**config.mk**
```make
export PLATFORM = sky130hd
export DESIGN_NAME = branch_resolve_unit
export DESIGN_NICKNAME = d
export VERILOG_FILES = /design/src/rtl/branch_resolve_unit.sv
export SDC_FILE = /design/constraint.sdc
export NUM_CORES = 1
export LEC_CHECK = 0
export BUFFER_PORTS_ARGS = -buffer_cell sky130_fd_sc_hd__buf_4
export CAP_MARGIN = 5
export CORE_MARGIN = 2
export CORE_UTILIZATION = 45
export DETAILED_ROUTE_END_ITERATION = 12
export PLACE_DENSITY = 0.75
export SETUP_SLACK_MARGIN = 0.15
export SLEW_MARGIN = 40
export SYNTH_ARGS = -nofsm -noshare
export SYNTH_HDL_FRONTEND = slang
export SYNTH_SLANG_ARGS = --single-unit
```
**constraint.sdc**
```tcl
create_clock -name clk -period 4 [get_ports clk]
set_input_delay 0.6 -clock clk [delete_from_list [all_inputs] [get_ports clk]]
set_output_delay 0.6 -clock clk [all_outputs]
set_load 0.005 [all_outputs]
```
**src/rtl/branch_resolve_unit.sv**
```systemverilog
// rtl/branch_resolve_unit.sv - registered branch condition resolve with multi-cycle flush (optional BRANCH_STATS_EN counters)
module branch_resolve_unit #(
    parameter int PC_WIDTH     = 16,
    parameter int FLUSH_CYCLES = 2,
    parameter int FLAG_WIDTH   = 4
) (
    input  logic                  clk,
    input  logic                  rst,
    input  logic                  br_req,
    input  logic [2:0]            cond,
    input  logic [PC_WIDTH-1:0]   target,
    input  logic                  flag_we,
    input  logic [FLAG_WIDTH-1:0] flag_in,
    output logic [FLAG_WIDTH-1:0] flags,
    output logic                  pc_load,
    output logic [PC_WIDTH-1:0]   pc_target,
    output logic                  flush,
`ifdef BRANCH_STATS_EN
    output logic [15:0]           taken_cnt,
    output logic [15:0]           squash_cnt,
`endif
    output logic                  busy
);

    localparam logic [0:0] ST_IDLE  = 1'b0;
    localparam logic [0:0] ST_FLUSH = 1'b1;
    localparam logic [3:0] CNT_INIT = 4'(FLUSH_CYCLES - 1);

    logic [0:0]            state;
    logic [3:0]            cnt;
    logic [FLAG_WIDTH-1:0] eff_flags;
    logic                  s_f, z_f, c_f, v_f;
    logic                  cond_true;
    logic                  taken;

    // A flag write in the same cycle as the branch is forwarded so the branch sees the newest ALU result.
    always_comb begin
        eff_flags = (flag_we && br_req) ? flag_in : flags;
        s_f       = eff_flags[3];
        z_f       = eff_flags[2];
        c_f       = eff_flags[1];
        v_f       = eff_flags[0];
        cond_true = 1'b0;
        case (cond)
            3'b000:  cond_true = z_f;
            3'b001:  cond_true = s_f ^ v_f;
            3'b010:  cond_true = z_f | (s_f ^ v_f);
            3'b011:  cond_true = !z_f;
            3'b100:  cond_true = !(s_f ^ v_f);
            3'b101:  cond_true = !z_f & !(s_f ^ v_f);
            3'b110:  cond_true = c_f;
            default: cond_true = 1'b1;
        endcase
        taken = br_req && cond_true && (state == ST_IDLE);
    end

    always_ff @(posedge clk) begin
        if (rst) begin
            flags     <= '0;
            pc_load   <= 1'b0;
            pc_target <= '0;
            flush     <= 1'b0;
            busy      <= 1'b0;
            state     <= ST_IDLE;
            cnt       <= 4'd0;
        end else begin
            if (flag_we) begin
                flags <= flag_in;
            end
            pc_load <= taken;
            if (taken) begin
                pc_target <= target;
            end
            case (state)
                ST_IDLE: begin
                    if (taken) begin
                        state <= ST_FLUSH;
                        cnt   <= CNT_INIT;
                        flush <= 1'b1;
                        busy  <= 1'b1;
                    end
                end
                default: begin
                    if (cnt == 4'd0) begin
                        state <= ST_IDLE;
                        flush <= 1'b0;
                        busy  <= 1'b0;
                    end else begin
                        cnt <= cnt - 4'd1;
                    end
                end
            endcase
        end
    end

`ifdef BRANCH_STATS_EN
    // Requests arriving while flushing are wrong-path and only counted.
    always_ff @(posedge clk) begin
        if (rst) begin
            taken_cnt  <= 16'd0;
            squash_cnt <= 16'd0;
        end else begin
            if (taken && taken_cnt != 16'hFFFF) begin
                taken_cnt <= taken_cnt + 16'd1;
            end
            if (br_req && state == ST_FLUSH && squash_cnt != 16'hFFFF) begin
                squash_cnt <= squash_cnt + 16'd1;
            end
        end
    end
`endif

endmodule

```
# [Word level (Yosys, flattened, before mapping)]
# Index checks and enable logic that the tools add are counted.
[op_classes] addsub=1 multipliers=0 div=0 n_lt_le_gt_ge=0 eq_ne=8 shift=0 mux=11 n_bitwise=4 reduce_logical=10
[op_table] op="2-to-1 mux 4 bit" n=4
[op_table] op="equality test 3 bit (second input constant)" n=3
[op_table] op="one-hot mux 1 bit (7 select lines)" n=1
[op_table] op="equality test 3 x 2 -> 1 bit (second input constant)" n=2
[op_table] op="2-to-1 mux 1 bit" n=6
[op_table] op="zero test 4 bit" n=1
[op_table] op="AND reduction 2 bit" n=2
[op_table] op="subtractor 4 x 1 -> 4 bit (second input constant)" n=1
[op_table] op="equality test 3 x 1 -> 1 bit (second input constant)" n=1
[op_table] op="logical AND 1 bit" n=3
[op_table] op="zero test 3 bit" n=1
[op_table] op="zero test 1 bit" n=2
[op_table] op="!= test 2 x 1 -> 1 bit (second input constant)" n=1
[op_table] op="!= test 2 bit (second input constant)" n=1
[op_table] op="nonzero test 2 bit" n=1
[op_table] op="bitwise AND 1 bit" n=1
[op_table] op="NOT 1 bit" n=1
[op_table] op="bitwise OR 1 bit" n=1
[op_table] op="XOR 1 bit" n=1
[totals] ff_bits=27 latchBits=0 mem_bits_rw=0 mem_bits_ro=0 n_memories=0

# [Logic depth before layout (Yosys ltp)]
[depth] ltp_word=10 mapped_depth=9 mapped_depth_nobuf=7

# [Worst setup path after synthesis]
# OpenSTA, ideal clock, no wires.
[synth_timing] path_type="input to register" startpoint="in flag_we" endpoint="reg busy" setup_time_ns=0.115 arrival_ns=1.841 required_time_ns=3.885 slack_ns=2.044 path_stages=9 cell_sequence="buf_6 -> nand2_4 -> mux2i_4 -> mux2i_1 -> a21oi_1 -> o311a_1 -> buf_6 -> buf_12 -> o21ba_1"
[synth_via] elab_chain_len=10
[synth_lines] element="start, declared" line="12" rtl="input logic flag_we,"
[synth_lines] element="logical AND 1 bit *" line="38" rtl="eff_flags = (flag_we && br_req) ? flag_in : flags;"
[synth_lines] element="2-to-1 mux 4 bit *" line="38"
[synth_lines] element="XOR 1 bit"
[synth_lines] element="zero test 1 bit" line="49, 50"
[synth_lines] element="bitwise AND 1 bit" line="50" rtl="3'b101: cond_true = !z_f & !(s_f ^ v_f);"
[synth_lines] element="one-hot mux 1 bit (7 select lines) *" line="44" rtl="case (cond)"
[synth_lines] element="logical AND 1 bit * (2 in series)" line="54" rtl="taken = br_req && cond_true && (state == ST_IDLE);"
[synth_lines] element="nonzero test 2 bit (no source line) *"
[synth_lines] element="AND reduction 2 bit (no source line) *"
[synth_lines] element="end signal, assigned" line="63" rtl="busy <= 1'b0;"
[synth_lines] element="end signal, assigned" line="80" rtl="busy <= 1'b1;"
[synth_lines] element="end signal, assigned" line="87" rtl="busy <= 1'b0;"
[synth_lines] element="end, declared" line="22" rtl="output logic busy"
# Every way passes the cells marked *; elsewhere a longest branch is shown, timed or not.
# A chain may end at the register's enable or synchronous reset.

# [Worst setup path in the final report]
[layout_timing] startpoint="in flag_we" endpoint="reg pc_target[12]"
[layout_via] elab_chain_len=8
[layout_lines] element="logical AND 1 bit *" line="38"
[layout_lines] element="2-to-1 mux 4 bit *" line="38"
[layout_lines] element="XOR 1 bit"
[layout_lines] element="zero test 1 bit" line="49, 50"
[layout_lines] element="bitwise AND 1 bit" line="50"
[layout_lines] element="one-hot mux 1 bit (7 select lines) *" line="44"
[layout_lines] element="logical AND 1 bit * (2 in series)" line="54"
[layout_lines] element="end signal, assigned" line="72" rtl="pc_target <= target;"
[layout_lines] element="end, declared" line="16" rtl="output logic [PC_WIDTH-1:0] pc_target,"
# Marked as above.

==> flow_summary_export.csv <==
group,metric,value,unit
detailed_routing,dr.pass1.iters,8,
clock_tree,path_clk_slew,0.14,ns
worst_setup_path,cp_slowest_stage_delay,0.45,ns
global_routing,grt_use_total,0.1566,
floorplanning,start_util,0.4808,
timing,setup-violations-final,0,
timing,worst_slew_pin_slew,0.4230,ns
floorplanning,placementRows,19,
detailed_routing,routed_via_density,4.952,
status,violations,"design-rule violations",
timing,whs,0.4883,ns
global_routing,grt_overflow_total,0,
power,leakage,0.7846,nW
worst_setup_path,startpoint_type,"input port",
detailed_routing,routed_wl,2501,microns
clock_tree,cts_num_sinks,27,
global_routing,antenna_found_initial,0,
timing,fin_setup_tns,0,ns
synth,syn_area,1349,sq um
synth,synth_seq_cells,27,
final_layout,syn2layout_area_growth,26.16,%
timing,rsz0062_at_grt,"false",
clock_tree,post_cts_buffers,0,
timing,relSlewSlack,0.7180,
detailed_routing,vias,1040,
floorplanning,core,2805,sq um
worst_setup_path,required,4.27,ns
power,fin_total_pwr,0.0005497,W
final_layout,n_antenna_cell,0,
final_layout,fillers,259,
synth,synth.distinct_cells,32,
timing,clock-skew-final,0.002604,ns
global_routing,grt_pass1_wl,4133,microns
clock_tree,cts_tree,"yes",
synth,synthCells,135,
placement,portBuffers,49,
clock_tree,htreeDepth,1,
clock_tree,cts_root_buffer,"clkbuf_4",
worst_setup_path,cp_cell_sequence,"buf_4, nand2_4, mux2i_1, nor3_1, o21ai_0, o311a_1, buf_4, mux2i_1",
worst_setup_path,path_buf_inv,2,
worst_setup_path,path_class,"input port to flop",
synth,yosysSeqAreaShare,0.4007,
floorplanning,die_w,58.75,microns
synth,yosysWarnings,0,
placement,routabilityCongestion,0.7463,
synth,syn_avg_cell_area,9.991,sq um
clock_tree,clkLatencyLatePin,0.32,ns
timing,fin_ws,1.932,ns
detailed_routing,ant_nets,0,
timing,fmax,0.4836,GHz
worst_setup_path,arrival,2.33,ns
clock_tree,cts_resized,0,
worst_setup_path,cp-end-kind,"flop",
detailed_routing,drcViolationCount,3,
power,p_per_area,323.1,nW/um^2
final_layout,final_common_cell,"buf_4",
timing,drv_slew,0,
status,status,"finished, violations left",
detailed_routing,wl_per_cell,11.91,microns
hold_path,hold_path_class,"flop to flop",
placement,dp_slack,1.538,ns
worst_setup_path,crit_path_top_delay_cell,"o311a_1",
final_layout,final_cell_mix,"50 x buf_4, 33 x nand2b_1, 27 x dfxtp_1",
clock_tree,clock_path_buffers,2,
clock_tree,hold_buffers,0,
placement,dp_hpwl,1852,microns
final_layout,final_core_util,0.6066,
floorplanning,io_pins,50,
clock_tree,cts_buffers,3,
worst_setup_path,crit_family,"compound AO/OA/AOI/OAI gates",
floorplanning,fp.dieArea,3451,sq um
timing,finalCritPeriodShare,0.5170,
floorplanning,die_h,58.75,microns
global_routing,grt_pass1_vias,1001,
synth,synth.net_count,164,
worst_setup_path,critPathMaxFanout,15,
power,ir_drop,0.1781,mV
synth,yosys.area.top_type,"dfxtp_1",
detailed_routing,drt_iter0_drc,17,
final_layout,nets,209,
timing,finalHoldViolCount,0,
final_layout,drive_gt1_frac,0.3184,
flow_run,max_cap_violations,0,
synth,synth_top_area_share,0.4007,
global_routing,grt_max_degree,47,
timing,fin_crit,2.068,ns
synth,synthTopCellsByArea,"dfxtp_1 40%, mux2i_1 17%, nand2b_1 15%",
-- metrics by stage --
stage / instances / cell area, sq um
final: 210 / 1702
after global routing: 210 / 1702
after CTS: 210 / 1702
after detailed placement: 206 / 1674
after global placement: 206 / 1674
after floorplan: 135 / 1349
-- cell type report --
class,instances,area (sq um),share of cell area
Sequential cell,27,540.5,0.3176
Inverter,5,18.77,0.01103
Clock inverter,1,5.005,0.002941
Tap cell,31,38.79,0.02279
Clock buffer,3,22.52,0.01324
Timing Repair Buffer,50,375.4,0.2206
Multi-Input combinational cell,93,700.7,0.4118
-- report_power, final --
group	internal, W	switching, W
clock network	0.0000375	0.0000805
registers	0.000290	0.0000132
logic	0.0000761	0.0000529
total	0.000403	0.000147
-- final timing paths --
| kind | from | end | slack, ns | depth (start not counted) |
|---|---|---|---|---|
| worst max register to register | flags[3] | pc_target[12] | 1.93 | 7 |
| worst min register to register | pc_target[1] | pc_target[1] | 0.49 | 2 |
| worst min-delay path | pc_target[1] | pc_target[1] | 0.49 | 2 |
| worst max-delay path | flag_we | pc_target[12] | 1.93 | 8 |
-- worst register-to-register path: stages, from the launching register on --
cell and delay, ns:
dfxtp_1 0.39, xor2_1 0.24, mux2i_4 0.11, mux2i_1 0.12, a21oi_1 0.15, o311a_1 0.45
buf_4 0.33, mux2i_1 0.22
-- layer usage --
metal / share of wire / track usage / up-vias / wire (microns)
li1: - / - / 533 / -
met1: 0.44 / 0.1880 / 473 / 1088
met2: 0.49 / 0.2619 / 30 / 1222
met3: 0.054 / 0.02637 / 4 / 134
met4: 0.022 / 0.09091 / 0 / 55
met5: 0 / 0 / - / 0
-- state kept, by name (all words and copies together) (netlist names) --
signal and count:
cnt 4, state 1, flags 4, busy 1, pc_load 1, pc_target 16
-- cell families after synthesis --
group,count (synthesis),share of synthesized area
multiplexers,24,0.1874
adder cells (fa/ha/maj),2,0.01855
AO/OA/AOI/OAI,12,0.06680
XOR/XNOR,3,0.01948
flip-flops,27,0.4007
buffers and inverters,15,0.07978
AND/OR/NAND/NOR,52,0.2273
-- cell usage after synthesis --
| cell type | number |
|---|---|
| nand2_4 | 1 |
| nand2_1 | 4 |
| o311a_1 | 1 |
| xor2_1 | 2 |
| and2_1 | 1 |
| nor3_1 | 3 |
| o32ai_1 | 1 |
| and3_1 | 1 |
| nand2b_1 | 33 |
| nor4_1 | 1 |
| nor3b_1 | 1 |
| nor2_1 | 5 |
| a31oi_1 | 1 |
| o31a_1 | 1 |
| or3_1 | 1 |
| a21oi_1 | 2 |
| a21o_1 | 1 |
| mux2i_4 | 1 |
| dfxtp_1 | 27 |
| and2b_1 | 1 |
| buf_6 | 2 |
| o21ba_2 | 1 |
| buf_12 | 2 |
| inv_1 | 5 |
| o21ba_1 | 1 |
| clkbuf_1 | 5 |
| mux2i_1 | 23 |
| xnor2_1 | 1 |
| ha_1 | 2 |
| o41ai_1 | 1 |
| o21ai_0 | 2 |
| buf_4 | 1 |
No activity file was read; power rests on OpenSTA's default activity.
